## config.mk

```make
export PLATFORM = sky130hd
export DESIGN_NAME = adc_ram_reader
export DESIGN_NICKNAME = d
export VERILOG_FILES = /design/src/rtl/adc_ram_reader.sv
export SDC_FILE = /design/constraint.sdc
export NUM_CORES = 1
export LEC_CHECK = 0
export ABC_AREA = 1
export CORE_MARGIN = 4
export CORE_UTILIZATION = 50
export CTS_CLUSTER_DIAMETER = 120
export DETAILED_ROUTE_END_ITERATION = 6
export PLACE_DENSITY = 0.71
export SLEW_MARGIN = 20
export SYNTH_ARGS = -nofsm -noshare
export SYNTH_HDL_FRONTEND = slang
export SYNTH_SLANG_ARGS = --single-unit
```

## constraint.sdc

```tcl
create_clock -name i_clk -period 6 [get_ports i_clk]
set_clock_uncertainty 0.2 [all_clocks]
set_input_delay 1.2 -clock i_clk [delete_from_list [all_inputs] [get_ports i_clk]]
set_output_delay 1.2 -clock i_clk [all_outputs]
set_load 0.02 [all_outputs]
```

## src/rtl/adc_ram_reader.sv

```systemverilog
// adc_ram_reader: reads words 0..N-1 back from the capture RAM and streams them over AXI4-Stream.
// Optional build macro ADC_RD_HEADER_EN prepends one header beat carrying N before the data.
module adc_ram_reader #(
  parameter int DATA_WIDTH  = 16,
  parameter int AWIDTH      = 16,
  parameter int MEM_SIZE    = 10000,
  parameter int RAM_LATENCY = 2
) (
  input  logic                      i_clk,
  input  logic                      i_fRST,
  input  logic                      i_save_done,
  input  logic                      i_rd_start,
  input  logic [$clog2(MEM_SIZE):0] i_rd_size,
  output logic [AWIDTH-1:0]         o_ram_addr,
  output logic                      o_ram_ce,
  output logic                      o_ram_we,
  input  logic [DATA_WIDTH-1:0]     i_ram_dout,
  output logic [DATA_WIDTH-1:0]     m_axis_tdata,
  output logic                      m_axis_tvalid,
  input  logic                      m_axis_tready,
  output logic                      m_axis_tlast,
  output logic                      o_busy,
  output logic                      o_done,
  output logic                      o_abort_err
);
  localparam int CW    = $clog2(MEM_SIZE) + 1;
  localparam int DEPTH = RAM_LATENCY + 2;
  localparam int PW    = $clog2(DEPTH);
  localparam int FCW   = $clog2(DEPTH + 1);

  typedef enum logic [1:0] {IDLE, FETCH, DRAIN, DONE} state_t;

  state_t                 state_q, state_d;
  logic [CW-1:0]          n_q, n_d, issued_q, issued_d, cap_idx_q, cap_idx_d;
  logic                   ce_q, ce_d;
  logic [AWIDTH-1:0]      addr_q, addr_d;
  logic [RAM_LATENCY-1:0] pipe_q, pipe_d;
  logic [DATA_WIDTH-1:0]  fifo_data_q [DEPTH];
  logic [DATA_WIDTH-1:0]  fifo_data_d [DEPTH];
  logic [DEPTH-1:0]       fifo_last_q, fifo_last_d;
  logic [PW-1:0]          wr_ptr_q, wr_ptr_d, rd_ptr_q, rd_ptr_d;
  logic [FCW-1:0]         count_q, count_d;
  logic                   busy_q, busy_d, done_q, done_d;
  logic                   abort_err_q, abort_err_d, aborting_q, aborting_d;

  logic [CW-1:0] rd_n;
  logic          pop, push, abort_now, pending;
  int            outstanding;

  function automatic logic [PW-1:0] ptr_inc(input logic [PW-1:0] p);
    return (p == PW'(DEPTH - 1)) ? '0 : p + 1'b1;
  endfunction

  assign rd_n = (i_rd_size > CW'(MEM_SIZE)) ? CW'(MEM_SIZE) : i_rd_size;

  always_comb begin
    state_d     = state_q;
    n_d         = n_q;
    issued_d    = issued_q;
    cap_idx_d   = cap_idx_q;
    addr_d      = addr_q;
    fifo_data_d = fifo_data_q;
    fifo_last_d = fifo_last_q;
    wr_ptr_d    = wr_ptr_q;
    rd_ptr_d    = rd_ptr_q;
    busy_d      = busy_q;
    abort_err_d = abort_err_q;
    aborting_d  = aborting_q;
    done_d      = 1'b0;
    ce_d        = 1'b0;
    pipe_d[0]   = ce_q;
    for (int i = 1; i < RAM_LATENCY; i++) pipe_d[i] = pipe_q[i-1];

    pop       = (count_q != '0) && m_axis_tready;
    push      = pipe_q[RAM_LATENCY-1];
    abort_now = ((state_q == FETCH) || (state_q == DRAIN)) && !i_save_done && !aborting_q;
    pending   = ce_q || (pipe_q != '0) || (count_q != '0);
    // Everything already committed (queued, in the RAM pipe, or just issued) must fit the FIFO.
    outstanding = int'(count_q) + int'(ce_q) + $countones(pipe_q) - int'(pop);

    if (push) begin
      fifo_data_d[wr_ptr_q] = i_ram_dout;
      fifo_last_d[wr_ptr_q] = (cap_idx_q == n_q - 1'b1);
      wr_ptr_d              = ptr_inc(wr_ptr_q);
      cap_idx_d             = cap_idx_q + 1'b1;
    end
    if (pop) rd_ptr_d = ptr_inc(rd_ptr_q);
    count_d = count_q + FCW'(push) - FCW'(pop);

    case (state_q)
      IDLE: begin
        if (i_rd_start && i_save_done) begin
          n_d         = rd_n;
          issued_d    = '0;
          cap_idx_d   = '0;
          abort_err_d = 1'b0;
          aborting_d  = 1'b0;
          busy_d      = 1'b1;
          state_d     = FETCH;
`ifdef ADC_RD_HEADER_EN
          fifo_data_d[wr_ptr_q] = DATA_WIDTH'(rd_n);
          fifo_last_d[wr_ptr_q] = (rd_n == '0);
          wr_ptr_d              = ptr_inc(wr_ptr_q);
          count_d               = FCW'(1);
`endif
        end
      end
      FETCH: begin
        if (issued_q < n_q) begin
          if (outstanding < DEPTH) begin
            ce_d     = 1'b1;
            addr_d   = AWIDTH'(issued_q);
            issued_d = issued_q + 1'b1;
          end
        end else if (!pending) begin
          state_d = DONE;
          done_d  = 1'b1;
          busy_d  = 1'b0;
        end else begin
          state_d = DRAIN;
        end
      end
      DRAIN: begin
        if (!pending) begin
          state_d = DONE;
          done_d  = 1'b1;
          busy_d  = 1'b0;
        end
      end
      DONE:    state_d = IDLE;
      default: state_d = IDLE;
    endcase

    // Overwrite in progress: keep only a beat already on the bus, drop everything behind it.
    if (abort_now) begin
      abort_err_d = 1'b1;
      aborting_d  = 1'b1;
      ce_d        = 1'b0;
      addr_d      = addr_q;
      issued_d    = issued_q;
      cap_idx_d   = cap_idx_q;
      pipe_d      = '0;
      done_d      = 1'b0;
      busy_d      = busy_q;
      state_d     = DRAIN;
      if ((count_q != '0) && !pop) begin
        count_d  = FCW'(1);
        rd_ptr_d = rd_ptr_q;
        wr_ptr_d = ptr_inc(rd_ptr_q);
      end else begin
        count_d  = '0;
        rd_ptr_d = '0;
        wr_ptr_d = '0;
      end
    end
  end

  always_ff @(posedge i_clk) begin
    if (i_fRST) begin
      state_q     <= IDLE;
      n_q         <= '0;
      issued_q    <= '0;
      cap_idx_q   <= '0;
      ce_q        <= 1'b0;
      addr_q      <= '0;
      pipe_q      <= '0;
      for (int i = 0; i < DEPTH; i++) fifo_data_q[i] <= '0;
      fifo_last_q <= '0;
      wr_ptr_q    <= '0;
      rd_ptr_q    <= '0;
      count_q     <= '0;
      busy_q      <= 1'b0;
      done_q      <= 1'b0;
      abort_err_q <= 1'b0;
      aborting_q  <= 1'b0;
    end else begin
      state_q     <= state_d;
      n_q         <= n_d;
      issued_q    <= issued_d;
      cap_idx_q   <= cap_idx_d;
      ce_q        <= ce_d;
      addr_q      <= addr_d;
      pipe_q      <= pipe_d;
      fifo_data_q <= fifo_data_d;
      fifo_last_q <= fifo_last_d;
      wr_ptr_q    <= wr_ptr_d;
      rd_ptr_q    <= rd_ptr_d;
      count_q     <= count_d;
      busy_q      <= busy_d;
      done_q      <= done_d;
      abort_err_q <= abort_err_d;
      aborting_q  <= aborting_d;
    end
  end

  assign o_ram_addr    = addr_q;
  assign o_ram_ce      = ce_q;
  assign o_ram_we      = 1'b0;
  assign m_axis_tvalid = (count_q != '0);
  assign m_axis_tdata  = fifo_data_q[rd_ptr_q];
  assign m_axis_tlast  = fifo_last_q[rd_ptr_q] && (count_q != '0) && !aborting_q;
  assign o_busy        = busy_q;
  assign o_done        = done_q;
  assign o_abort_err   = abort_err_q;

endmodule

```

Yosys cells after proc, flatten, opt, wreduce, memory -nomap -nowiden
Cells that the tools add are included.
{"block": "word_totals", "reg_bits": 143, "input_bits": 36, "output_inout_bits": 39, "wordCells": 139}
{"block": "classes", "addsub": 11, "order_cmp": 9, "n_eq_ne": 15, "mux": 46, "bitwise": 5, "reduce_logical": 34}
{"operator": "$mux 15", "count": 7}
{"operator": "$bwmux 64", "count": 1}
{"operator": "$mux 16", "count": 3}
{"operator": "$bmux 16 s2", "count": 1}
{"operator": "$demux 16 s2", "count": 1}
{"operator": "$add 15x1->15 const B", "count": 2}
{"operator": "$pmux 15 s2", "count": 1}
{"operator": "$mux 2", "count": 12}
{"operator": "$eq 15x15->1", "count": 1}
{"operator": "$gt 15x14->1 const B", "count": 1}
{"operator": "$lt 15x15->1", "count": 1}
{"operator": "$sub 15x1->15 const B", "count": 1}
{"operator": "$mux 1", "count": 13}
{"operator": "$reduce_bool 2->1", "count": 6}
{"operator": "$logic_and 1x1->1", "count": 9}
{"operator": "$ne 3x3->1 const B", "count": 3}
{"operator": "$eq 2x2->1 const B", "count": 4}
{"operator": "$ne 2x2->1 const B", "count": 4}
{"operator": "$pmux 2 s4", "count": 1}
{"operator": "$reduce_and 4->1", "count": 2}
{"operator": "$ge 3x3->1 const B", "count": 2}
{"operator": "$lt 2x3->1 const B", "count": 2}
{"operator": "$lt 6x4->1 const B", "count": 1}
{"operator": "$not 2->3", "count": 2}
{"operator": "27 further kinds", "count": 39}

Logic depth before layout (Yosys ltp)
Gate-level depths: netlist of the first run.
{"block": "depth", "word_depth": 7, "ltp_mapped": 19}

Least setup slack after synthesis of the first run
Ideal clock, no wire load.
{"block": "synth_timing", "kind": "input to register", "startpoint": "input port m_axis_tready", "endpoint": "register issued_q[0]", "setup_time_ns": 0.115, "arrival_ns": 3.243, "required_time_ns": 5.685, "slack_ns": 2.442, "path_stages": 17, "path_buffers": 1, "cell_sequence": "inv_1 nor2_1 ha_1 fa_1 inv_1 ha_1 nand2_1 o21bai_2 nand2_1 o21ai_1 nand2_1 nand2_1 nand2_2 nand2_4 buf_4 a21oi_1 nor2_1"}
{"block": "synth_via", "elab_chain_cells": 5}
{"item": "start, declared", "line": "20", "source": "input logic m_axis_tready,"}
{"item": "$logic_and 1x1->1", "line": "74", "source": "pop = (count_q != '0) && m_axis_tready;"}
{"item": "$sub 5x1->6", "line": "79", "source": "outstanding = int'(count_q) + int'(ce_q) + $countones(pipe_q) - int'(pop);"}
{"item": "$lt 6x4->1", "line": "110", "source": "if (outstanding < DEPTH) begin"}
{"item": "$ne 2x1->1 (no source line)"}
{"item": "$reduce_and 5->1 (no source line)"}
{"item": "end signal, assigned", "line": "179", "source": "issued_q <= issued_d;"}
{"item": "end, declared", "line": "34", "source": "logic [CW-1:0] n_q, n_d, issued_q, issued_d, cap_idx_q, cap_idx_d;"}
No other way between the ends.
A chain may end at the register's enable or synchronous reset.

Worst setup path in the final report of the first run
{"block": "layout_timing", "startpoint": "register rd_ptr_q[1]", "endpoint": "output port m_axis_tlast"}
{"block": "layout_via", "elab_chain_cells": 4}
{"item": "start, declared", "line": "41", "source": "logic [PW-1:0] wr_ptr_q, wr_ptr_d, rd_ptr_q, rd_ptr_d;"}
{"item": "start signal, assigned", "line": "187", "source": "rd_ptr_q <= rd_ptr_d;"}
{"item": "$bmux 1 s2", "line": "201", "source": "assign m_axis_tlast = fifo_last_q[rd_ptr_q] && (count_q != '0) && !aborting_q;"}
{"item": "$mux 1 (implied by the code)", "line": "201"}
{"item": "$logic_and 1x1->1 (2 in series)", "line": "201"}
{"item": "end, declared", "line": "21", "source": "output logic m_axis_tlast,"}
No other way between the ends. The select of a mux whose other input is x is not followed.

==> flow_metrics.tcl, run 1 <==
set metrics [dict create \
    run_status "finished clean" \
    fin_util 0.594 \
    whs_ns 0.274 \
    area_growth_syn_to_layout_pct 17.2 \
    slowest_delay_ns 0.87 \
    diodes 0 \
    ys_ff_latch 143 \
    cts-buffers-inserted 17 \
    post-route-min-period_ns 4.14 \
    met2_length_microns 9210 \
    dp_hpwl_microns 12900 \
    cts_root_buffer "clkbuf_16" \
    crit_fanout 20 \
    clock_latency_ns 0.42 \
    startpoint "rd_ptr_q[1]$_SDFFE_PP0P_" \
    route.met3.wl_microns 788 \
    drv_cap 0 \
    drive_gt1_frac 0.0700 \
    vias_per_cell 5.21 \
    ir_drop_mv 0.220 \
    start_util 0.507 \
    clock_path_buffers 2 \
    worstSetupEndpointType "output port" \
    routed_wl_microns 19000 \
    crit_slowest_cell "dfxtp_1" \
    rsz0062_at_grt "false" \
    worst_slew_pin_slew_ns 1.04 \
    synth_largest_area_cell "dfxtp_1" \
    tns_ns 0 \
    critPathKind "reg -> out" \
    max-slew-margin-rel 0.303 \
    async_flop_share 0 \
    cts_resized 0 \
    grt_pass1_vias 6593 \
    leakage_nw 3.62 \
    drc 0 \
    synth_warnings 0 \
    hold_class "reg -> reg" \
    synth-main-ff-cell "dfxtp_1" \
    placed_cells_incl_taps 1328 \
    clk_pin_slew_ns 0.06 \
    grt_max_degree 88 \
    die-area_sq_mm 0.0174 \
    cts_tree "built" \
    grt_pass1_wl_microns 31400 \
    min_from "n_q[14]$_SDFFE_PP0P_" \
    synth_edf_count 0 \
    crit_path_start_kind "register" \
    gp_congestion 0.853 \
    ios 75 \
    synth.distinct_cells 47 \
    fmaxAchievable_mhz 242 \
    clock_sinks 143 \
    stdcell_count 1360 \
    nets 1233 \
    fillers 1429 \
    setup_viol 0 \
    die_width_microns 132 \
    power.total_mw 3.35 \
    synth.top_cell.area_share 0.373 \
    routed.top_layer "met4" \
    period_share 0.690 \
    hold_violations 0 \
    reg2reg_from "count_q[1]$_SDFF_PP0_" \
    postCtsHoldBufs 0 \
    num_rows 45 \
    drt-met1-wl_microns 8610 \
    core_sq_mm 0.0151 \
    drv_slew 0 \
    post-synth-top-count-cell "nor2_1" \
    drt_pass1_iterations 5 \
    power_density_mw_per_mm2 372 \
    ys_seq_area_frac 0.373 \
    fp.dieH_microns 132 \
    routedWlPerCell_microns 13.9 \
    synthCells 1109 \
    crit_chain "inv_1 > a21oi_1 > a221oi_1 > clkdlybuf4s50_1" \
    crit_required_ns 4.60 \
    vias 7084 \
    antenna_found_initial 0 \
    drt_iter0_markers 506 \
    htree_levels 4 \
    port_buffers 72 \
    synth_area_sq_mm 0.00768 \
    netlist_top_cells_area "dfxtp_1, nor2_1, o21ai_0, nand2_1, ha_1" \
    grt.overflow.total 0 \
    drtAntennaViolNets 0 \
    grt_usage 0.216 \
    synth_common_cells "nor2_1, nand2_1, dfxtp_1" \
    synth.avg_cell_area_sq_um 6.93 \
    cp.arrival_ns 2.74 \
    postCtsSetupBuffers 0 \
]
[cells by family after synthesis]
family          synth area share
flops                      0.373
buf+inv                   0.0759
other cells             0.000488
compound gates             0.149
simple gates               0.307
fa+ha+maj                 0.0639
xor+xnor                  0.0314
[state kept, by name (all words and copies together) (netlist names)]
name / count
pipe_q: 2
issued_q: 15
wr_ptr_q: 2
rd_ptr_q: 2
fifo_last_q: 4
cap_idx_q: 15
o_busy: 1
n_q: 15
o_done: 1
state_q: 2
fifo_data_q: 64
o_ram_addr: 15
count_q: 3
aborting_q: 1
o_ram_ce: 1
[through the flow]
| stage | area, sq um | setup slack, ns |
|---|---|---|
| after global routing | 9000 | 1.69 |
| after floorplan | 7680 | 2.44 |
| after detailed placement | 8440 | 1.62 |
| final | 9000 | 1.86 |
| after global placement | 8440 | 1.71 |
| after CTS | 9000 | 1.89 |
[cells in the final DEF, fill, tap and decap left out, types with 2 or more instances in the layout]
cell type          n
buf_4              4
inv_1             80
nand2_2            9
clkinv_1           5
inv_6              6
clkdlybuf4s50_1   72
o22ai_1           17
nand4_1           11
nand2_4            3
nor2_4             8
conb_1             2
clkbuf_16         17
o21ai_0          131
inv_8              3
nand2_1          152
clkinv_4           3
o21ai_1           12
xor2_1            14
clkinv_2           2
a21oi_1           45
nor2_2             9
dfxtp_1          143
nor4_1             4
nor3b_1            2
nand3_2            4
nand3_1           48
ha_1              36
nor3_1            15
nor2_1           276
inv_2              7
fa_1               2
o21bai_1           4
xnor2_1           11
[worst max-delay path: cells and delay by family (launching register included)]
kind | cells | cell delay [ns]
buffers and inverters | 2 | 1.07
flip-flops | 1 | 0.87
AO/OA/AOI/OAI | 2 | 0.38
[path summary, 6_finish.rpt]
path / to / slack [ns] / depth (start not counted)
setup / recovery: m_axis_tlast / 1.86 / 4
hold / removal: n_q[14]$_SDFFE_PP0P_ / 0.27 / 2
setup reg to reg: issued_q[7]$_SDFFE_PP0P_ / 2.71 / 17
hold reg to reg: n_q[14]$_SDFFE_PP0P_ / 0.27 / 2
[report_power, final]
group,leakage [nW],total (mW),internal [mW],switching (mW)
clock,0.278,1.00,0.554,0.446
sequential,1.15,1.10,1.03,0.0735
combinational,2.19,1.25,0.482,0.767
[routing by layer]
metal,vias to the layer above,track usage
met1,3190,0.270
li1,3702,-
met4,0,0.0659
met3,31,0.0443
met2,161,0.375
met5,-,0
[area by class of cell]
type                    count  area (sq um)  share of cell area
multi-input cells         828          4240               0.471
repair buffers             76           751              0.0834
well taps                 188           235              0.0261
inverters                  93           354              0.0393
flip-flops and latches    143          2860               0.318
clock buffers              18           439              0.0488
clock inverters            14           121              0.0135
Note: power is estimated with default switching activity, not from simulation.
==> inputs of run 2 (changes only) <==
Clock period 6 ns to 4.25 ns, I/O delays scaled along.
==> run 2 against run 1 <==
First-iteration DRC count grew 12%; non-clock buffer count grew 2; clock power grew 46%; count of clock-buffer cells in the layout shrank 1; sequential power grew 41%; combinational power grew 42%; flip-flop and latch count is the same; worst hold slack lost 0.011 ns; worst setup slack lost 1.4 ns; global-route usage grew 0.38 points; wire length grew 0.20%; die area is the same; critical path type unchanged; critical endpoint unchanged; largest cell class unchanged.
==> flow_metrics.tcl, run 2 (synthesis results as in run 1) <==
set metrics [dict create \
    grt_pass1_wl_microns 32000 \
    min_from "n_q[14]$_SDFFE_PP0P_" \
    power_density_mw_per_mm2 529 \
    internal_power_mw 2.96 \
    ir_drop_mv 0.365 \
    gp_congestion 0.877 \
    clk_pin_slew_ns 0.06 \
    core_sq_mm 0.0151 \
    max-slew-margin-rel 0.482 \
    run_status "finished clean" \
    cts_tree "built" \
    drt_iter0_markers 568 \
    largest_reg_flops 64 \
    ios 75 \
    start_util 0.507 \
    post-route-min-period_ns 3.76 \
    die_width_microns 132 \
    pwr-share-clk 0.306 \
    nets 1235 \
    slowest_delay_ns 0.82 \
    die-area_sq_mm 0.0174 \
    final_cell_mix "nor2_1, nand2_1, dfxtp_1" \
    vias 7143 \
    p_switching_mw 1.82 \
    fmaxAchievable_mhz 266 \
    drc 0 \
    rsz0062_at_grt "false" \
    layout_commonest_cell "nor2_1" \
    drtAntennaViolNets 0 \
    cp.arrival_ns 2.71 \
    setup_viol 0 \
    cts_resized 0 \
    leakage_nw 3.63 \
    antenna_found_initial 0 \
    diodes 0 \
    fp.dieH_microns 132 \
    grt_usage 0.220 \
    crit_required_ns 3.20 \
    drive_gt1_frac 0.0716 \
    crit_fanout 20 \
    reg2reg_from "count_q[1]$_SDFF_PP0_" \
    hold_class "reg -> reg" \
    top_register "fifo_data_q" \
    crit_slowest_cell "dfxtp_1" \
    crit_chain "inv_1 > a21oi_1 > a221oi_1 > clkdlybuf4s50_1" \
    sw_frac_of_total 0.380 \
    clock_latency_ns 0.42 \
    grt_max_degree 89 \
    grt.overflow.total 0 \
    cts_root_buffer "clkbuf_16" \
    crit_path_start_kind "register" \
    fillers 1431 \
    clock_path_buffers 2 \
    critPathKind "reg -> out" \
    port_buffers 72 \
    startpoint "rd_ptr_q[1]$_SDFFE_PP0P_" \
    drv_cap 0 \
    routed_wl_microns 19000 \
    routedWlPerCell_microns 13.9 \
    period_share 0.885 \
    stdcell_area_sq_mm 0.00903 \
    num_rows 45 \
    worstSetupEndpointType "output port" \
    drt_pass1_iterations 4 \
    vias_per_cell 5.24 \
    cts-buffers-inserted 17 \
    clock_sinks 143 \
    tns_ns 0 \
    htree_levels 4 \
    drv_slew 0 \
    area_growth_syn_to_layout_pct 17.6 \
    power_frac_seq 0.324 \
    postCtsHoldBufs 0 \
    worst_slew_pin_slew_ns 0.777 \
    combinationalPowerShare 0.370 \
    postCtsSetupBuffers 0 \
    post_dp_cell_area_sq_mm 0.00846 \
    dp_hpwl_microns 13100 \
    hold_violations 0 \
    grt_pass1_vias 6725 \
]
## run 2: cell count changes in the layout (fill, tap and decap cells not counted)
cell,change
buf_4,+2
inv_6,+1
clkinvlp_4,+1
clkbuf_8,-1
clkinv_4,-2
bufinv_16,+1
## run 2: power groups by stage
stage                     Combinational [mW]  Sequential (mW)  Clock (mW)
final                                   1.77             1.55        1.46
after global routing                    1.97             1.56        1.56
after CTS                               1.78             1.55        1.49
after detailed placement                1.77             1.58           0
after global placement                  1.75             1.58           0
after floorplan                         1.20             1.61           0
## run 2: layer usage
layer  track usage  share of wire  vias to the layer above
li1              -              -                     3705
met1         0.275           0.46                     3251
met2         0.367           0.47                      153
met3        0.0569          0.048                       34
met4        0.0788          0.023                        0
met5             0              0                        -
## run 2: final cells by class
| cell class | count | area [sq um] | share of cell area |
|---|---|---|---|
| multi-input cells | 828 | 4240 | 0.469 |
| clock buffers | 17 | 425 | 0.0471 |
| inverters | 93 | 354 | 0.0392 |
| flip-flops and latches | 143 | 2860 | 0.317 |
| clock inverters | 15 | 150 | 0.0166 |
| repair buffers | 78 | 766 | 0.0848 |
| well taps | 188 | 235 | 0.0260 |
## run 2: path summary, 6_finish.rpt
kind                         endpoint  slack (ns)  cells after the start
min              n_q[14]$_SDFFE_PP0P_        0.26                      2
max reg2reg  issued_q[5]$_SDFFE_PP0P_        1.04                     17
min reg2reg      n_q[14]$_SDFFE_PP0P_        0.26                      2
max                      m_axis_tlast        0.49                      4
## run 2: metrics by stage
stage	instances	utilization	power [mW]	setup WS, ns	hold slack, ns
floorplan	1110	-	2.81	1.04	0.242
global placement	1330	0.558	3.33	0.429	0.256
detailed placement	1330	0.558	3.35	0.362	0.259
CTS	1362	0.596	4.82	0.498	0.270
global route	1362	0.596	5.09	0.310	0.303
finish	1362	0.596	4.78	0.489	0.264
## run 2: critical path: cells and delay by family (launching register included)
family          cells  cell delay [ns]
buf+inv             2             1.08
flops               1             0.82
compound gates      2             0.38
==> inputs of run 3 (changes only) <==
Settings changed: CORE_UTILIZATION 50 to 54, HOLD_SLACK_MARGIN from default to 0.15, PLACE_DENSITY 0.71 to 0.76.
==> run 3 against run 2 <==
Final cell count shrank 0.37%; utilization grew 5.6 points; combinational power is essentially flat; clock power is essentially flat; sequential power is essentially flat; register-to-register slack is essentially flat; wire length shrank 1.7%; worst hold slack gained 0.0038 ns; worst setup slack gained 0.29 ns; maximum frequency grew 8.4%; largest power group unchanged.
==> flow_metrics.tcl, run 3 (synthesis results as in run 1) <==
set metrics [dict create \
    slowest_delay_ns 0.50 \
    layout_commonest_cell "nor2_1" \
    routedWlPerCell_microns 13.8 \
    run_status "finished clean" \
    power_density_mw_per_mm2 532 \
    area_growth_syn_to_layout_pct 17.9 \
    grt_pass1_vias 6620 \
    drv_slew 0 \
    clk_pin_slew_ns 0.06 \
    cpMostUsedCell "nand2_1" \
    postCtsHoldBufs 0 \
    worst_slew_pin_slew_ns 0.705 \
    start_util 0.553 \
    r2r_cells 17 \
    die-area_sq_mm 0.0162 \
    critPathBufInv 3 \
    clock_path_buffers 2 \
    drv_cap 0 \
    worstSetupEndpointType "register" \
    drtAntennaViolNets 0 \
    diodes 0 \
    fmaxAchievable_mhz 288 \
    grt.overflow.total 0 \
    timing.rr.end "issued_q[7]$_SDFFE_PP0P_" \
    top_register "fifo_data_q" \
    ir_drop_mv 0.298 \
    cts-buffers-inserted 17 \
    reg2reg_from "count_q[1]$_SDFF_PP0_" \
    critical_path.top_delay_family "simple AND/OR/NAND/NOR gates" \
    clock_latency_ns 0.42 \
    fp.dieH_microns 127 \
    holdPathEnd "n_q[14]$_SDFFE_PP0P_" \
    leakage_nw 3.65 \
    dp_hpwl_microns 12900 \
    rsz0062_at_grt "false" \
    nets 1238 \
    die_width_microns 127 \
    grt_usage 0.235 \
    largest_reg_flops 64 \
    postCtsSetupBuffers 0 \
    vias_per_cell 5.32 \
    r2r_slack_ns 1.05 \
    fin_util 0.653 \
    vias 7224 \
    drc 0 \
    cts_tree "built" \
    hold_class "reg -> reg" \
    grt_max_degree 87 \
    gp_congestion 0.890 \
    crit_path_start_kind "input pin" \
    max-slew-margin-rel 0.529 \
    min_path_cells 2 \
    post-route-min-period_ns 3.47 \
    drive_gt1_frac 0.0722 \
    drt_iter0_markers 484 \
    routed_wl_microns 18700 \
    drt_pass1_iterations 5 \
    htree_levels 4 \
    period_share 0.817 \
    cp.arrival_ns 3.63 \
    ios 75 \
    grt_pass1_wl_microns 31400 \
    crit_slowest_cell "clkdlybuf4s50_1" \
    core_sq_mm 0.0139 \
    antenna_found_initial 0 \
    crit_chain "clkdlybuf4s50_1 > inv_1 > nor2_1 > ha_1 > fa_1 > inv_1 > ha_1 > nand2_1 > o21bai_2 > nand2_1 > o21ai_1 > nand2_1 > nand2_1 > nand2_2 > nand2_4 > nand2_2 > nand2_1 > a21oi_1" \
    num_rows 43 \
    cts_root_buffer "clkbuf_16" \
    clock_sinks 143 \
    min_from "n_q[14]$_SDFFE_PP0P_" \
    port_buffers 72 \
    crit_fanout 18 \
    tns_ns 0 \
    critPathKind "in -> reg" \
    power.total_mw 4.82 \
    setup_viol 0 \
    stdcell_area_sq_mm 0.00906 \
    hold_violations 0 \
    post_dp_cell_area_sq_mm 0.00847 \
    crit_required_ns 4.41 \
    final_cell_mix "nor2_1, nand2_1, dfxtp_1" \
    cts_resized 0 \
]
[run 3: report_power, final]
group          leakage [nW]  internal (mW)  switching [mW]
combinational          2.21          0.687            1.09
sequential             1.15           1.45          0.0939
clock                 0.285          0.901           0.593
[run 3: routing by layer]
metal / track usage / part of all wire
met5: 0 / 0
met4: 0.0978 / 0.023
met3: 0.0435 / 0.052
met2: 0.399 / 0.48
met1: 0.294 / 0.45
[run 3: worst register-to-register path: stages (launching register included)]
cell	delay [ns]
dfxtp_1	0.36
nor3_2	0.34
nor2_1	0.11
ha_1	0.30
fa_1	0.35
inv_1	0.06
ha_1	0.22
nand2_1	0.07
o21bai_2	0.06
nand2_1	0.09
o21ai_1	0.07
nand2_1	0.06
nand2_1	0.06
nand2_2	0.11
nand2_4	0.15
nand2_2	0.27
nand2_1	0.10
a21oi_1	0.13
[run 3: cell type report]
class	count	area, sq um
tap	180	225
clock inverter	11	129
fill	1299	4820
sequential	143	2860
clock buffer	21	460
multi-input combinational	828	4240
inverter	93	354
timing repair buffer	81	788
[run 3: worst max-delay path by stage]
stage / startpoint / end / cells after the start
global route: m_axis_tready / issued_q[3]$_SDFFE_PP0P_ / 18
CTS: rd_ptr_q[0]$_SDFFE_PP0P_ / m_axis_tdata[2] / 5
floorplan: m_axis_tready / issued_q[0]$_SDFFE_PP0P_ / 17
finish: m_axis_tready / issued_q[7]$_SDFFE_PP0P_ / 18
global placement: m_axis_tready / issued_q[4]$_SDFFE_PP0P_ / 18
detailed placement: m_axis_tready / issued_q[9]$_SDFFE_PP0P_ / 18
[run 3: metrics by stage]
stage	setup slack [ns]	std cells	hold WS, ns
floorplan	1.04	1110	0.242
detailed placement	0.366	1325	0.265
global route	0.608	1357	0.289
finish	0.780	1357	0.267
global placement	0.435	1325	0.257
CTS	0.801	1357	0.274
